`src/rtl/sugar_setup_ctrl.sv`:
```
// rtl/sugar_setup_ctrl.sv - setup sequencer: random sugar patch placement, then one map-write sweep
module sugar_setup_ctrl #(
    parameter int X_bits      = 8,
    parameter int Y_bits      = 7,
    parameter int GRID_W      = 160,
    parameter int GRID_H      = 120,
    parameter int NUM_PATCHES = 4,
    parameter int MAX_TRIES   = 15
) (
    input  logic                               setup_clk,
    input  logic                               RESET,
    input  logic                               start,
    input  logic [X_bits-1:0]                  rand_x,
    input  logic [Y_bits-1:0]                  rand_y,
    input  logic                               collision_any,
    input  logic                               placeSugar_any,
    output logic                               SETUP_PHASE,
    output logic [X_bits-1:0]                  cand_x,
    output logic [Y_bits-1:0]                  cand_y,
    output logic [NUM_PATCHES-1:0]             patch_set,
    output logic [NUM_PATCHES-1:0]             patch_valid,
    output logic [X_bits-1:0]                  writeLoc_x,
    output logic [Y_bits-1:0]                  writeLoc_y,
    output logic                               SETUP_SUGARPLACE,
    output logic                               sugar_we,
    output logic [$clog2(NUM_PATCHES+1)-1:0]   placed_cnt,
    output logic                               done
);

    localparam int IDX_W = (NUM_PATCHES > 1) ? $clog2(NUM_PATCHES) : 1;
    localparam int TRY_W = (MAX_TRIES > 1) ? $clog2(MAX_TRIES) : 1;
    localparam int CNT_W = $clog2(NUM_PATCHES + 1);

    localparam logic [IDX_W-1:0]  IDX_LAST   = IDX_W'(NUM_PATCHES - 1);
    localparam logic [TRY_W-1:0]  TRY_LAST   = TRY_W'(MAX_TRIES - 1);
    localparam logic [X_bits-1:0] X_LAST     = X_bits'(GRID_W - 1);
    localparam logic [Y_bits-1:0] Y_LAST     = Y_bits'(GRID_H - 1);

    typedef enum logic [2:0] {
        S_IDLE,
        S_PROPOSE,
        S_CHECK,
        S_COMMIT,
        S_SCAN,
        S_DONE
    } state_t;

    state_t            state, state_next;
    logic [IDX_W-1:0]  idx;
    logic [TRY_W-1:0]  tries;

    logic idx_last, tries_last, x_last, y_last, enter_scan;

    assign idx_last   = (idx == IDX_LAST);
    assign tries_last = (tries == TRY_LAST);
    assign x_last     = (writeLoc_x == X_LAST);
    assign y_last     = (writeLoc_y == Y_LAST);
    assign enter_scan = (state_next == S_SCAN) && (state != S_SCAN);

    always_ff @(posedge setup_clk or posedge RESET) begin
        if (RESET) begin
            state <= S_IDLE;
        end else begin
            state <= state_next;
        end
    end

    always_comb begin
        state_next       = state;
        patch_set        = '0;
        SETUP_PHASE      = 1'b1;
        SETUP_SUGARPLACE = 1'b0;
        sugar_we         = 1'b0;
        done             = 1'b0;
        case (state)
            S_IDLE: begin
                SETUP_PHASE = 1'b0;
                if (start) state_next = S_PROPOSE;
            end
            S_PROPOSE: state_next = S_CHECK;
            S_CHECK: begin
                if (!collision_any)  state_next = S_COMMIT;
                else if (!tries_last) state_next = S_PROPOSE;
                else if (idx_last)    state_next = S_SCAN;
                else                  state_next = S_PROPOSE;
            end
            S_COMMIT: begin
                patch_set[idx] = 1'b1;
                state_next     = idx_last ? S_SCAN : S_PROPOSE;
            end
            S_SCAN: begin
                SETUP_SUGARPLACE = 1'b1;
                sugar_we         = placeSugar_any;
                if (x_last && y_last) state_next = S_DONE;
            end
            S_DONE: begin
                SETUP_PHASE = 1'b0;
                done        = 1'b1;
                if (start) state_next = S_PROPOSE;
            end
            default: state_next = S_IDLE;
        endcase
    end

    always_ff @(posedge setup_clk or posedge RESET) begin
        if (RESET) begin
            patch_valid <= '0;
            placed_cnt  <= '0;
            cand_x      <= '0;
            cand_y      <= '0;
            writeLoc_x  <= '0;
            writeLoc_y  <= '0;
            tries       <= '0;
            idx         <= '0;
        end else begin
            case (state)
                S_IDLE, S_DONE: begin
                    if (start) begin
                        patch_valid <= '0;
                        placed_cnt  <= '0;
                        tries       <= '0;
                        idx         <= '0;
                    end
                end
                S_PROPOSE: begin
                    cand_x <= rand_x;
                    cand_y <= rand_y;
                end
                S_CHECK: begin
                    if (collision_any) begin
                        if (!tries_last) begin
                            tries <= tries + TRY_W'(1);
                        end else begin
                            // Out of attempts: this patch stays invalid and is never revisited
                            tries <= '0;
                            idx   <= idx + IDX_W'(1);
                        end
                    end
                end
                S_COMMIT: begin
                    patch_valid[idx] <= 1'b1;
                    placed_cnt       <= placed_cnt + CNT_W'(1);
                    idx              <= idx + IDX_W'(1);
                    tries            <= '0;
                end
                S_SCAN: begin
                    // Final cell holds its coordinates so DONE shows the last write location
                    if (x_last) begin
                        if (!y_last) begin
                            writeLoc_x <= '0;
                            writeLoc_y <= writeLoc_y + Y_bits'(1);
                        end
                    end else begin
                        writeLoc_x <= writeLoc_x + X_bits'(1);
                    end
                end
                default: ;
            endcase
            if (enter_scan) begin
                writeLoc_x <= '0;
                writeLoc_y <= '0;
            end
        end
    end

endmodule

```
`config.mk`:
```
export PLATFORM = sky130hd
export DESIGN_NAME = sugar_setup_ctrl
export DESIGN_NICKNAME = d
export VERILOG_FILES = /design/src/rtl/sugar_setup_ctrl.sv
export SDC_FILE = /design/constraint.sdc
export NUM_CORES = 1
export LEC_CHECK = 0
export BUFFER_PORTS_ARGS = -buffer_cell sky130_fd_sc_hd__buf_2
export CAP_MARGIN = 20
export CORE_ASPECT_RATIO = 1.2
export CORE_MARGIN = 2
export CORE_UTILIZATION = 52
export DETAILED_ROUTE_END_ITERATION = 12
export GPL_TIMING_DRIVEN = 0
export PLACE_DENSITY = 0.92
export RECOVER_POWER = 50
export SLEW_MARGIN = 20
export SYNTH_ARGS = -nofsm -noshare
export SYNTH_HDL_FRONTEND = slang
export SYNTH_SLANG_ARGS = --single-unit
export TNS_END_PERCENT = 5
```
`constraint.sdc`:
```
create_clock -name setup_clk -period 1.84 [get_ports setup_clk]
set_input_delay 0.368 -clock setup_clk [delete_from_list [all_inputs] [get_ports setup_clk]]
set_output_delay 0.368 -clock setup_clk [all_outputs]
set_load 0.005 [all_outputs]
```
### Word-level counts from Yosys, hierarchy flattened

Index checks and enable logic that the tools add are counted.

| word-level totals | value |
|---|---|
| bits in registers | 46 |
| input port bits | 20 |
| output and inout bits | 45 |
| word-level logic and storage cells | 79 |

| operators by class | value |
|---|---|
| $add $sub $neg | 5 |
| magnitude comparators | 2 |
| equality and inequality tests | 16 |
| multiplexer cells | 32 |
| bitwise gates (word level) | 1 |
| reduce and logical (&&, ||, !) cells | 14 |

Operator list:

| operator | count |
|---|---|
| $mux W8 | 4 |
| $mux W7 | 4 |
| $mux W3 | 6 |
| $mux W4 | 4 |
| $pmux W3 S5 | 1 |
| $pmux W4 S3 | 1 |
| $eq A3 B3 Y1 const B | 3 |
| $add A8 B1 Y8 const B | 1 |
| $eq A8 B8 Y1 const B | 1 |
| $pmux W4 S2 | 1 |
| $add A7 B1 Y7 const B | 1 |
| $eq A7 B7 Y1 const B | 1 |
| $eq A3 B2 Y1 const B | 2 |
| $mux W2 | 3 |
| $pmux W2 S3 | 1 |
| $pmux W3 S2 | 1 |
| $reduce_and A3 Y1 | 2 |
| $reduce_bool A2 Y1 | 3 |
| $mux W1 | 5 |
| $add A4 B1 Y4 const B | 1 |
| $eq A4 B4 Y1 const B | 1 |
| $ne A2 B1 Y1 const B | 2 |
| $ne A2 B2 Y1 const B | 2 |
| $or A4 B4 Y4 | 1 |
| other kinds (15) | 18 |

### Logic depth before layout (Yosys ltp)

| logic depth | value |
|---|---|
| depth after elaboration | 9 |
| mapped depth | 8 |
| gate-level depth less buffers | 7 |

### Worst setup path before layout

No wires, ideal clock.

| path | value |
|---|---|
| path kind | flip-flop to flip-flop |
| start point | reg state[1] |
| end point | reg writeLoc_y[5] |
| setup time | 0.120 ns |
| arrival | 1.581 ns |
| required time | 1.720 ns |
| setup slack | 0.139 ns |
| stages on the path, launching flop included | 7 |
| path buffers | 1 |
| clock period less this slack | 1.701 ns |
| cells stage by stage | dfrtp_1 or3b_1 buf_6 nor4_2 nand4_1 xor2_1 nor2_2 |

| between the ends | value |
|---|---|
| cells in the longest elaborated chain, start to end | 7 |
| elaborated cells on any way between the ends | 18 |
| classes of those cells | 8 x eq/ne; 4 x mux; 6 x reduce/logical |

RTL lines:

| element | RTL line | RTL |
|---|---|---|
| from (decl) | 48 | `state_t state, state_next;` |
| from (signal assigned) | 64 | `state <= state_next;` |
| $eq A3 B3 Y1 or $logic_not A3 Y1 (tied branches) | 75 | `case (state)` |
| $reduce_or A2 Y1 (no source line) | n/a |  |
| $pmux W3 S5 | 75 |  |
| $eq A3 B3 Y1 | 58 | `assign enter_scan = (state_next == S_SCAN) && (state != S_SCAN);` |
| $logic_and A1 B1 Y1 | 58 |  |
| $ne A2 B1 Y1 (no source line) or $reduce_bool A2 Y1 (tied branches) | n/a |  |
| $reduce_and A3 Y1 (no source line) | n/a |  |
| to (signal assigned) | 151 | `writeLoc_y <= writeLoc_y + Y_bits'(1);` |
| to (decl) | 23 | `output logic [Y_bits-1:0] writeLoc_y,` |

Parallel ways exist; a longest one is shown, timed or not.
A chain may end at the register's enable or synchronous reset.

### Worst setup path after layout

| path | value |
|---|---|
| start point | reg state[1] |
| end point | reg writeLoc_x[4] |

| between the ends | value |
|---|---|
| cells in the longest elaborated chain, start to end | 7 |
| elaborated cells on any way between the ends | 17 |
| classes of those cells | 8 x eq/ne; 4 x mux; 5 x reduce/logical |

RTL lines:

| element | RTL line | RTL |
|---|---|---|
| $eq A3 B3 Y1 or $logic_not A3 Y1 (tied branches) | 75 |  |
| $reduce_or A2 Y1 (no source line) | n/a |  |
| $pmux W3 S5 | 75 |  |
| $eq A3 B3 Y1 | 58 |  |
| $logic_and A1 B1 Y1 | 58 |  |
| $ne A3 B2 Y1 (no source line) or $reduce_bool A2 Y1 (tied branches) | n/a |  |
| $reduce_and A2 Y1 (no source line) | n/a |  |
| to (signal assigned) | 154 | `writeLoc_x <= writeLoc_x + X_bits'(1);` |
| to (decl) | 22 | `output logic [X_bits-1:0] writeLoc_x,` |

Parallel ways exist; a longest one is shown, timed or not.

==> impl_metrics.toml <==
[outcome]
status = "complete, but fails checks"
violations = "negative setup slack"

[floorplanning]
io_pins = 65
die_y_um = 76.8
start_util_pct = 53.8
core_area_um2 = 4260
die-area_um2 = 4960
die_w_um = 64.6
rows = 26

[critical_path]
crit_start = "state[1]"
crit_path_end_kind = "flip-flop"
path_max_fanout = 5
ff2ff_setup_slack_ns = -0.10
r2r_start = "state[1]"
crit_required_ns = 2.07
r2r-end = "writeLoc_x[4]"
worstPathArrival_ns = 2.17
reg2reg_depth = 7
critPathCapture = "writeLoc_x[4]"
start_kind = "flip-flop"
critPathKind = "flip-flop to flip-flop"

[logic_synthesis]
synth_area_um2 = 2290
synth_cell_types = 47
post-synth-top-area-cell = "dfrtp_1"
synth-main-ff-cell = "dfrtp_1"
seq_area_frac_synth_pct = 50.2
synth.top_cell.area_share_pct = 50.2
synth_edf_count = 0
yosys-top-cells-area = "dfrtp_1 50%, mux2_2 7.9%, ha_1 4.9%, nand2_1 3.3%, xor2_1 2.7%"
synth_area_per_cell_um2 = 10.7
async_reset_ff_share_pct = 100
synth_seq_cells = 46
synth_cells = 214
yosysWarningCount = 0
synth_nets = 243

[finish]
syn_to_final_growth_pct = 33.5
final_cells = 357
drive_gt1_share_pct = 44.2
final_nets = 329
insertedDiodeCount = 0
final_cell_mix = "57 x buf_2, 44 x dfrtp_1, 20 x nand2_1, 16 x mux2_2, 14 x buf_4"
layout_commonest_cell = "buf_2"

[pwr]
power.share.sequential_pct = 39.9
clockPowerShare_pct = 15.4
pwr_density_cell_nw_per_um2 = 1310
leakage_uw = 0.00157
ir_drop_v = 0.000685
p_sw_uw = 1460
combinationalPowerShare_pct = 44.8
p_sw_share_pct = 36.5
p_int_uw = 2550

[place]
gp_congestion = 0.906
post-place-ws_ns = -0.0512
hpwl_mm = 3.66
dp.cells = 335
numPortBuffers = 64

[detailed_routing]
via_count = 2033
ant_nets = 0
dr.pass1.iters = 4
wl_per_cell_um = 16.8
drcViolationCount = 0
avgViaCountPerCell = 5.69
routed_wirelength_mm = 6.02
first_iter_violations = 140

[grt]
track_usage_pct = 21.7
grt_max_degree = 25
grt_pass1_wl_mm = 8.51
overflow = 0
grt_pass1_vias = 1926
antenna_found_initial = 0

[sta]
clock_skew_ns = 0.00935
timing.final.crit_share_pct = 106
max_slew_margin_pct = 41.4
drv_slew = 0
period_needed_ns = 1.94
worst_pin_slew_ns = 0.878
hold_viol = 0
setup_ws_ns = -0.102
tns_ns = -0.485
timing.fmax_mhz = 515
setup_violations = 12
grt_setup_unrepaired = "true"

[clock_tree]
path_clk_slew_ns = 0.09
cts_buffers = 5
cts-hold-fix-buffers = 0
ctsLongestPathBuffers = 2
cts_tree = "done"
clkLatencyLatePin_ns = 0.31
cts_root_buffer = "clkbuf_8"
clock_sinks = 46
htree_levels = 2

[job]
max_cap_viol_count = 0

[min_path]
hp-class = "input port to async pin"
==> per-layer routing <==
metal  wire, um  share of wire [%]  up-vias  GRT usage [%]
li1           -                  -      920              -
met1       2280                 38     1005           23.1
met2       3290                 55       79           39.8
met3        249                4.1       29           4.69
met4        204                3.4        0           10.4
met5          0                  0        -              0
==> stage by stage <==
step                      hold WS, ns  utilization [%]  instance area, um^2  power [uW]
final                           0.228             71.9                 3060        4010
after CTS                       0.107             67.8                 2890        3800
after floorplan                 0.455                -                 2290        2520
after global placement          0.455             63.0                 2690        2980
after global routing            0.283             71.9                 3060        4260
after detailed placement        0.442             63.7                 2710        3070
==> what timing repair did <==
action                     CTS  global route
pin swaps                    3            10
setup endpoints to repair   23            29
gates resized for setup     16            26
buffers inserted             4            10
==> cell usage after synthesis, types with 2 or more instances <==
library cell	n
or3b_1	2
nand3_1	12
dfrtp_1	46
nand4_1	3
a21oi_1	12
nand2_1	20
o21ai_0	8
mux2i_1	4
and3_1	7
inv_1	8
clkbuf_1	2
ha_1	9
or2_2	2
buf_2	3
mux2_2	16
a21o_1	5
nor3_1	2
nor2_1	15
xor2_1	7
nand2b_1	2
o2bb2ai_1	2
and2_1	2
==> worst max-delay path, stage by stage, from the launching register on <==
cell      delay, ns
dfrtp_2        0.44
or3b_1         0.37
buf_6          0.16
buf_12         0.13
nor3_4         0.30
nand2b_4       0.13
buf_4          0.16
a31oi_4        0.17
==> worst min-delay path by stage <==
stage	from	end	slack [ns]	cells after the start
finish	RESET	cand_x[2]	0.23	2
global route	start	placed_cnt[2]	0.28	2
CTS	RESET	cand_x[2]	0.11	2
detailed placement	RESET	cand_x[2]	0.44	2
global placement	patch_valid[0]	patch_valid[0]	0.45	1
floorplan	start	placed_cnt[2]	0.45	1
==> layout make-up <==
class | instances | area (um^2)
well taps | 56 | 70.1
clock inverters | 2 | 13.8
flip-flops and latches | 46 | 1150
multi-input cells | 153 | 1180
inverters | 9 | 46.3
clock buffers | 6 | 72.6
plain buffers | 6 | 56.3
repair buffers | 79 | 468
fillers | 304 | 1200
==> logic make-up (layout without fill, tap and decap cells) <==
logic type | Yosys count | in the layout | synth area share (%)
xor+xnor | 8 | 8 | 3.05
flops | 46 | 46 | 50.2
mux | 20 | 20 | 9.60
compound gates | 37 | 37 | 10.5
fa+ha+maj | 9 | 9 | 4.91
simple gates | 79 | 79 | 18.8
buf+inv | 15 | 102 | 3.00
==> sequential cells by signal, indices dropped and copies added (netlist names) <==
signal and cells:
writeLoc_x 8, tries 4, cand_y 7, state 3, placed_cnt 3, patch_valid 4, idx 2, writeLoc_y 7
cand_x 8
==> power by group through the flow <==
stage	clock network, uW	registers, uW	logic (uW)
2_1_floorplan	0	1600	922
3_5_place_dp	0	1610	1470
4_1_cts	627	1570	1600
6_report	616	1600	1790
5_1_grt	668	1640	1950
3_3_place_gp	0	1580	1400
Note: power is estimated with default switching activity, not from simulation.
